<file path="src/rtl/adder_subtractor_serial.sv">
// Digit-serial adder/subtractor.
// Processes DIGIT bits of each operand per clock, LSB first, and commits the
// full WIDTH-bit sum/difference, carry/borrow-out and signed overflow after
// N = WIDTH/DIGIT cycles. Subtraction is A + ~B + 1.
module adder_subtractor_serial #(
  parameter int WIDTH = 8,
  parameter int DIGIT = 1
) (
  input  logic             clk,
  input  logic             rst,
  input  logic             start,
  input  logic [WIDTH-1:0] A,
  input  logic [WIDTH-1:0] B,
  input  logic             Mode,
  output logic             busy,
  output logic             done,
  output logic [WIDTH-1:0] S_D,
  output logic             C_B_out,
  output logic             Overflow
);

  localparam int N     = WIDTH / DIGIT;
  localparam int CNT_W = (N > 1) ? $clog2(N) : 1;

  typedef enum logic {IDLE = 1'b0, RUN = 1'b1} state_t;

  state_t state_q, state_d;

  // Operand shift registers; B is stored already conditionally inverted.
  logic [WIDTH-1:0] a_sr;
  logic [WIDTH-1:0] b_sr;
  logic [WIDTH-1:0] res_sr;
  logic             carry;
  logic             a_msb;
  logic             b_msb;
  logic [CNT_W-1:0] cnt;

  // Committed results.
  logic             done_q;
  logic [WIDTH-1:0] sd_q;
  logic             cb_q;
  logic             ov_q;

  logic [DIGIT:0]   dsum;
  logic [WIDTH-1:0] res_next;
  logic             last;
  logic             accept;

  // Adds one digit of each operand plus the running carry; the top bit is
  // the carry into the next digit.
  function automatic logic [DIGIT:0] digit_add(input logic [DIGIT-1:0] a,
                                               input logic [DIGIT-1:0] b,
                                               input logic             cin);
    return {1'b0, a} + {1'b0, b} + {{DIGIT{1'b0}}, cin};
  endfunction

  // Signed overflow: operands of equal sign producing a result of the other sign.
  function automatic logic overflow_flag(input logic a_s,
                                         input logic b_s,
                                         input logic s_s);
    return (a_s == b_s) && (s_s != a_s);
  endfunction

  // Digit adder and result-register shift value.
  always_comb begin
    dsum     = digit_add(a_sr[DIGIT-1:0], b_sr[DIGIT-1:0], carry);
    res_next = (res_sr >> DIGIT) |
               (WIDTH'(dsum[DIGIT-1:0]) << (WIDTH - DIGIT));
  end

  // The final RUN cycle commits the result and may also accept the next
  // request so back-to-back operations run without an idle cycle.
  always_comb begin
    last   = (state_q == RUN) && (cnt == CNT_W'(N - 1));
    accept = start && ((state_q == IDLE) || last);
  end

  // State register.
  always_ff @(posedge clk) begin
    if (rst) begin
      state_q <= IDLE;
    end else begin
      state_q <= state_d;
    end
  end

  // Next-state logic.
  always_comb begin
    state_d = state_q;
    case (state_q)
      IDLE: begin
        if (start) begin
          state_d = RUN;
        end
      end
      RUN: begin
        if (last) begin
          state_d = start ? RUN : IDLE;
        end
      end
      default: state_d = IDLE;
    endcase
  end

  // FSM outputs.
  always_comb begin
    busy     = (state_q == RUN);
    done     = done_q;
    S_D      = sd_q;
    C_B_out  = cb_q;
    Overflow = ov_q;
  end

  // Digit counter, done pulse and committed results; all cleared by reset.
  always_ff @(posedge clk) begin
    if (rst) begin
      cnt    <= '0;
      done_q <= 1'b0;
      sd_q   <= '0;
      cb_q   <= 1'b0;
      ov_q   <= 1'b0;
    end else begin
      done_q <= last;
      if (accept) begin
        cnt <= '0;
      end else if (state_q == RUN) begin
        cnt <= last ? '0 : cnt + CNT_W'(1);
      end
      if (last) begin
        sd_q <= res_next;
        cb_q <= dsum[DIGIT];
        ov_q <= overflow_flag(a_msb, b_msb, res_next[WIDTH-1]);
      end
    end
  end

  // Operand capture and serial datapath; a reset is not needed here because
  // nothing is committed without passing through the counter first.
  always_ff @(posedge clk) begin
    if (accept) begin
      a_sr   <= A;
      b_sr   <= B ^ {WIDTH{Mode}};
      carry  <= Mode;
      a_msb  <= A[WIDTH-1];
      b_msb  <= B[WIDTH-1] ^ Mode;
      res_sr <= '0;
    end else if (state_q == RUN) begin
      a_sr   <= a_sr >> DIGIT;
      b_sr   <= b_sr >> DIGIT;
      carry  <= dsum[DIGIT];
      res_sr <= res_next;
    end
  end

endmodule
</file>
<file path="config.mk">
export PLATFORM = sky130hd
export DESIGN_NAME = adder_subtractor_serial
export DESIGN_NICKNAME = d
export VERILOG_FILES = /design/src/rtl/adder_subtractor_serial.sv
export SDC_FILE = /design/constraint.sdc
export NUM_CORES = 1
export LEC_CHECK = 0
export BUFFER_PORTS_ARGS = -buffer_cell sky130_fd_sc_hd__buf_2
export CORE_MARGIN = 2
export CORE_UTILIZATION = 35
export CTS_BUF_LIST = sky130_fd_sc_hd__clkbuf_4 sky130_fd_sc_hd__clkbuf_8
export DETAILED_ROUTE_END_ITERATION = 6
export GPL_ROUTABILITY_DRIVEN = 1
export GPL_TIMING_DRIVEN = 0
export PLACE_DENSITY = 0.61
export SLEW_MARGIN = 20
export SYNTH_ARGS = -nofsm -noshare
export SYNTH_HDL_FRONTEND = slang
export SYNTH_SLANG_ARGS = --single-unit
</file>
<file path="constraint.sdc">
create_clock -name clk -period 1.7 [get_ports clk]
set_input_delay 0.425 -clock clk [delete_from_list [all_inputs] [get_ports clk]]
set_output_delay 0.425 -clock clk [all_outputs]
set_load 0.02 [all_outputs]
</file>
======== After elaboration in Yosys (flattened, before gate mapping) ========
Cells that the tools add are included.
word-level totals
  register bits after elaboration ......... 42
  output and inout bits ................... 12
  logic and storage cells ................. 38
  bits of input ports ..................... 20
operators by class
  eq/ne operators ......................... 3
  mux-type cells .......................... 10
  add/sub/neg operators ................... 3
  bitwise gates (word level) .............. 4
  reduce and logical (&&, ||, !) cells .... 6
operator list
  cell                                                           count
  8-bit two-way mux                                              4
  7-bit by 8-bit bitwise OR with 8-bit output                    1
  8-bit bitwise XOR                                              1
  1-bit two-way mux                                              4
  3-bit by 1-bit adder with 3-bit output, second input constant  1
  3-bit equality test, second input constant                     1
  1-bit logical AND                                              3
  3-bit two-way mux                                              1
  1-bit by 1-bit adder with 2-bit output                         1
  2-bit by 1-bit adder with 2-bit output                         1
  1-bit case mux with 2 select lines                             1
  2-bit nonzero test                                             1
  2-bit OR reduction                                             1
  1-bit equality test                                            1
  1-bit logical OR                                               1
  1-bit inequality test                                          1
  1-bit NOT                                                      1
  1-bit bitwise XOR                                              1

======== Longest topological paths before layout ========
  depth in word-level cells ............... 5
  mapped depth ............................ 8
  depth with buffers taken out ............ 6

======== Least setup slack after synthesis ========
OpenSTA, ideal clock, no wires.
  kind .................................... reg2reg
  from .................................... register cnt[0]
  to ...................................... register carry (data pin)
  path slack .............................. 0.045 ns
  arrival ................................. 1.395 ns
  cell stages (with the launch flop) ...... 8
  setup time .............................. 0.260 ns
  data required time ...................... 1.440 ns
  clock period less this slack ............ 1.655 ns
  cells stage by stage .................... dfxtp_1 > ha_1 > ha_1 > nand2b_4 > buf_8 > nand2_8 > inv_4 > mux2_4
between the ends
  longest elaborated chain between the ends .. 5
ends and longest elaborated chain
  item                      line  text
  start: declaration        36    logic [CNT_W-1:0] cnt;
  start signal: assignment  127   cnt <= last ? '0 : cnt + CNT_W'(1);
  3-bit equality test       74    last = (state_q == RUN) && (cnt == CNT_W'(N - 1));
  1-bit logical AND         74
  1-bit logical OR          75    accept = start && ((state_q == IDLE) || last);
  1-bit logical AND         75
  1-bit two-way mux         140   if (accept) begin
  end signal: assignment    143   carry <= Mode;
  end signal: assignment    150   carry <= dsum[DIGIT];
  end: declaration          33    logic carry;
No other way between the ends.
A chain may end at the register's enable or synchronous reset.

======== Worst setup path in the final report ========
  from .................................... register cnt[0]
  to ...................................... register a_sr[6] (data pin)
between the ends
  longest elaborated chain between the ends .. 5
ends and longest elaborated chain
  item                    line  text
  3-bit equality test     74
  1-bit logical AND       74
  1-bit logical OR        75
  1-bit logical AND       75
  8-bit two-way mux       140
  end signal: assignment  148   a_sr <= a_sr >> DIGIT;
  end: declaration        30    logic [WIDTH-1:0] a_sr;
No other way between the ends.

==> impl_summary.log <==
[metrics] run status: finished clean
[metrics] cell leakage power: between 0.8 and 0.9 nW
[metrics] path type of the worst min-delay path: input pin to register
[metrics] Clock transition at path regs: ~0.07 ns
[metrics] final core utilization: between 40% and 50%
[metrics] post-route clock skew: 0.00273 ns
[metrics] launching instance or port of the critical path: cnt[0]
[metrics] Initial Util: between 30% and 40%
[metrics] sequential fraction of the synthesis area: between 50 and 60%
[metrics] half-perimeter wire length after placement: 2090 microns
[metrics] iteration count of the initial detailed-routing pass: 4
[metrics] netlist area before placement: 0.00173 sq mm
[metrics] # H-tree levels: 2
[metrics] Die Height: between 70 and 80 microns
[metrics] maximum capacitance violations: 0
[metrics] number of different library cells in the post-synthesis netlist: 28
[metrics] count of antenna diodes in the layout: 0
[metrics] DRC: 0
[metrics] vias in the first global route: 1027
[metrics] Max transition margin: 67.0%
[metrics] met2 routing resource usage after global routing: around 18%
[metrics] transition time at the pin with the least slew margin: 0.495 ns
[metrics] highest clock frequency the design can meet: around 610 MHz
[metrics] first-pass GRT wire length: between 4000 and 5000 microns
[metrics] TritonCTS clock tree: yes
[metrics] DP Area: around 0.0020 sq mm
[metrics] number of rows in the core area: 25
[metrics] DRT antenna net count: 0
[metrics] buffer type at the clock tree root: sky130_fd_sc_hd__clkbuf_8
[metrics] FILL cells: approximately 500
[metrics] synth top area cells: sky130_fd_sc_hd__edfxtp_1 (33%), sky130_fd_sc_hd__dfxtp_1 (25%), sky130_fd_sc_hd__a21oi_1 (7.2%)
[metrics] share of post-route cells with drive strength above 1: approximately a third
[metrics] biggest fanout along the worst timing path: 10
[metrics] Post-Syn Nets: about 170
[metrics] Period Utilization, post-route: a little over nine tenths
[metrics] proportion of synthesized flip-flops having asynchronous set or reset: 0%
[metrics] IR Drop Worst-Case VDD: 0.420 mV
[metrics] width of the die: 74.3 microns
[metrics] setup fix buffers added after clock tree synthesis: 0
[metrics] core region area: roughly 0.0048 sq mm
[metrics] Crit path top cell by count: sky130_fd_sc_hd__ha_4
[metrics] Layout Area Growth over Synthesis: 20.1%
[metrics] CP Cell Sequence: ha_4 -> ha_4 -> nand2b_4 -> buf_8 -> nand2_8 -> mux2_2
[metrics] initial antenna violation count: 0
[metrics] RePlAce Congestion: a little under 0.7
[metrics] Via density: between 4 and 5
[metrics] critical path arrival: approximately 1.7 ns
[metrics] setup slack at placement: -0.0639 ns
[metrics] data required time of the worst path: 1.74 ns
[metrics] final critical path time including I/O delays and setup: 1.65 ns
[metrics] buffers added on ports: 30
[metrics] DR vias: 1152
[metrics] Final Routed Wirelength: just under 3000 microns
[metrics] launch point of the worst hold path: A[7]
[metrics] fraction of synthesized cell area taken by the top area cell type: between 30 and 40%
[metrics] CP max-delay cell: sky130_fd_sc_hd__dfxtp_2
[metrics] total congestion overflow after global routing: 0
[metrics] power per standard cell area: between 900 and 1000 mW/mm^2
[metrics] final total power: around 2.0 mW
[metrics] Bufs on Longest Clock Path: 2
[metrics] Worst Hold Slack: ~0.33 ns
[metrics] met3 track demand over resource: approximately 4.2%
[metrics] WL/cell: 11.6 microns
[metrics] number of flops mapped to enable cells by yosys: 19
[metrics] yosys synthesis warning count: 0
[metrics] number of register bits inferred by synthesis: 41
[metrics] Worst setup EP type: register
[metrics] busiest metal layer after global routing: met2
[metrics] r2r setup slk: between 0.05 and 0.06 ns
[metrics] clock network latency to the later pin of the worst-skew pair: 0.28 ns
[metrics] finished layout cell area: ~0.0021 sq mm
[metrics] Worst setup SP type: register
[metrics] fraction of met1 tracks used by global routing: roughly 16%
[metrics] number of buffers added to fix hold violations after cts: 0
[metrics] final hold violation count: 0
[metrics] startpoint of the most critical register-to-register path: cnt[0]
[metrics] RSZ-0062 raised after global routing: no
[metrics] mean instance size in the synthesized netlist: between 10 and 15 sq um
[metrics] Synth top cells by count: sky130_fd_sc_hd__a21oi_1 (25), sky130_fd_sc_hd__dfxtp_1 (22), sky130_fd_sc_hd__edfxtp_1 (19), sky130_fd_sc_hd__nand2_1 (19), sky130_fd_sc_hd__nor2_1 (15)
[metrics] setup violators final: 0
[metrics] maximum number of pins on one net before global-route repair: 18
[metrics] most numerous cell in the Yosys netlist: sky130_fd_sc_hd__a21oi_1
[metrics] Critical Setup Path Class: register to register
[metrics] count of boundary I/O pins: 32
[metrics] longest individual stage delay on the worst path: between 0.3 and 0.4 ns
[metrics] main flop type after synthesis: sky130_fd_sc_hd__dfxtp_1
[metrics] overall die area: roughly 0.0055 sq mm
[metrics] net total in the final layout: 210
[metrics] first-iteration detailed-routing DRC count: 63
[metrics] Slew Limit Fails: 0
[metrics] TritonCTS buffer count: 5
[metrics] Post-Synthesis Cells: 150
[metrics] Worst Slack Setup Final: roughly 0.054 ns
[metrics] Sink Count: 41
[metrics] cell taking the most area after synthesis: sky130_fd_sc_hd__edfxtp_1
[metrics] global routing usage summed across all routing layers: around an eighth
[state kept, by name, indices dropped and copies added (netlist names)]
register	count
busy	1
done	1
a_sr	8
S_D	8
C_B_out	1
b_msb	1
a_msb	1
b_sr	8
res_sr	7
Overflow	1
cnt	3
carry	1
[report_power, final]
group,leakage (nW),switching (mW),internal [mW]
logic,0.406,0.120,0.114
clock network,0.0430,0.309,0.276
registers,0.369,0.0274,1.12
[path summary, 6_finish.rpt]
kind	to	cells past startpoint
min	a_msb	1
max reg2reg	a_sr[6]	6
min reg2reg	S_D[3]	2
max	a_sr[6]	6
[cell families after synthesis]
group / count (synthesis) / share of synthesized area [%]
buffers and inverters: 10 / 3.98
muxes: 16 / 10.1
DFF: 41 / 58.5
and+or+nand+nor: 46 / 13.0
adders and majority gates: 3 / 2.61
AOI/OAI and AO/OA: 26 / 7.75
xor gates and xnor gates: 8 / 4.06
[layer usage]
metal	wire (microns)	vias up
met4	42	0
met2	1340	36
met5	0	-
met1	1390	521
li1	-	590
met3	181	5
[layout make-up]
cell class	count	area, sq um	area share, %
tap	67	83.8	4.04
clock inverter	3	12.5	0.603
buffer	9	62.6	3.02
sequential	41	1010	48.8
inverter	1	11.3	0.543
clock buffer	5	68.8	3.32
multi-input combinational	99	673	32.4
timing repair buffer	30	150	7.24
[per-stage QoR]
step,cells,setup TNS [ns]
2_1_floorplan,150,0
3_3_place_gp,247,-0.355
3_5_place_dp,247,-0.271
4_1_cts,255,0
5_1_grt,255,0
6_report,255,0
[layout by cell type, fill, tap and decap left out]
cell type	n
sky130_fd_sc_hd__nor3b_1	2
sky130_fd_sc_hd__mux2_2	7
sky130_fd_sc_hd__ha_4	2
sky130_fd_sc_hd__clkinv_2	1
sky130_fd_sc_hd__and3_1	2
sky130_fd_sc_hd__xor2_1	1
sky130_fd_sc_hd__and2_1	1
sky130_fd_sc_hd__mux2i_1	8
sky130_fd_sc_hd__fa_1	1
sky130_fd_sc_hd__clkinv_1	2
sky130_fd_sc_hd__clkbuf_8	5
sky130_fd_sc_hd__dfxtp_2	1
sky130_fd_sc_hd__nand2b_4	1
sky130_fd_sc_hd__nand2_1	19
sky130_fd_sc_hd__nand2_8	1
sky130_fd_sc_hd__and2b_1	1
sky130_fd_sc_hd__nor2b_1	1
sky130_fd_sc_hd__edfxtp_1	19
sky130_fd_sc_hd__a21oi_1	25
sky130_fd_sc_hd__a221oi_1	1
sky130_fd_sc_hd__dfxtp_1	21
sky130_fd_sc_hd__nor3_1	2
sky130_fd_sc_hd__buf_2	35
sky130_fd_sc_hd__buf_6	1
sky130_fd_sc_hd__nor2_1	15
sky130_fd_sc_hd__buf_4	1
sky130_fd_sc_hd__inv_8	1
sky130_fd_sc_hd__buf_8	1
sky130_fd_sc_hd__clkbuf_1	1
sky130_fd_sc_hd__mux2_4	1
sky130_fd_sc_hd__or2_2	1
sky130_fd_sc_hd__xnor2_1	7
[worst max-delay path: cells and delay by family (launching register included)]
family / cells / cell delay, ns
flip-flops: 1 / 0.34
AND/OR/NAND/NOR: 2 / 0.25
adder cells (fa/ha/maj): 2 / 0.32
buffers and inverters: 1 / 0.14
multiplexers: 1 / 0.34
[repair_timing]
item	in CTS	in global routing
endpoints found under the hold margin	0	0
pin swaps	0	0
endpoints found under the setup margin	10	8
resized for setup	5	2
No activity file was read; power rests on OpenSTA's default activity.
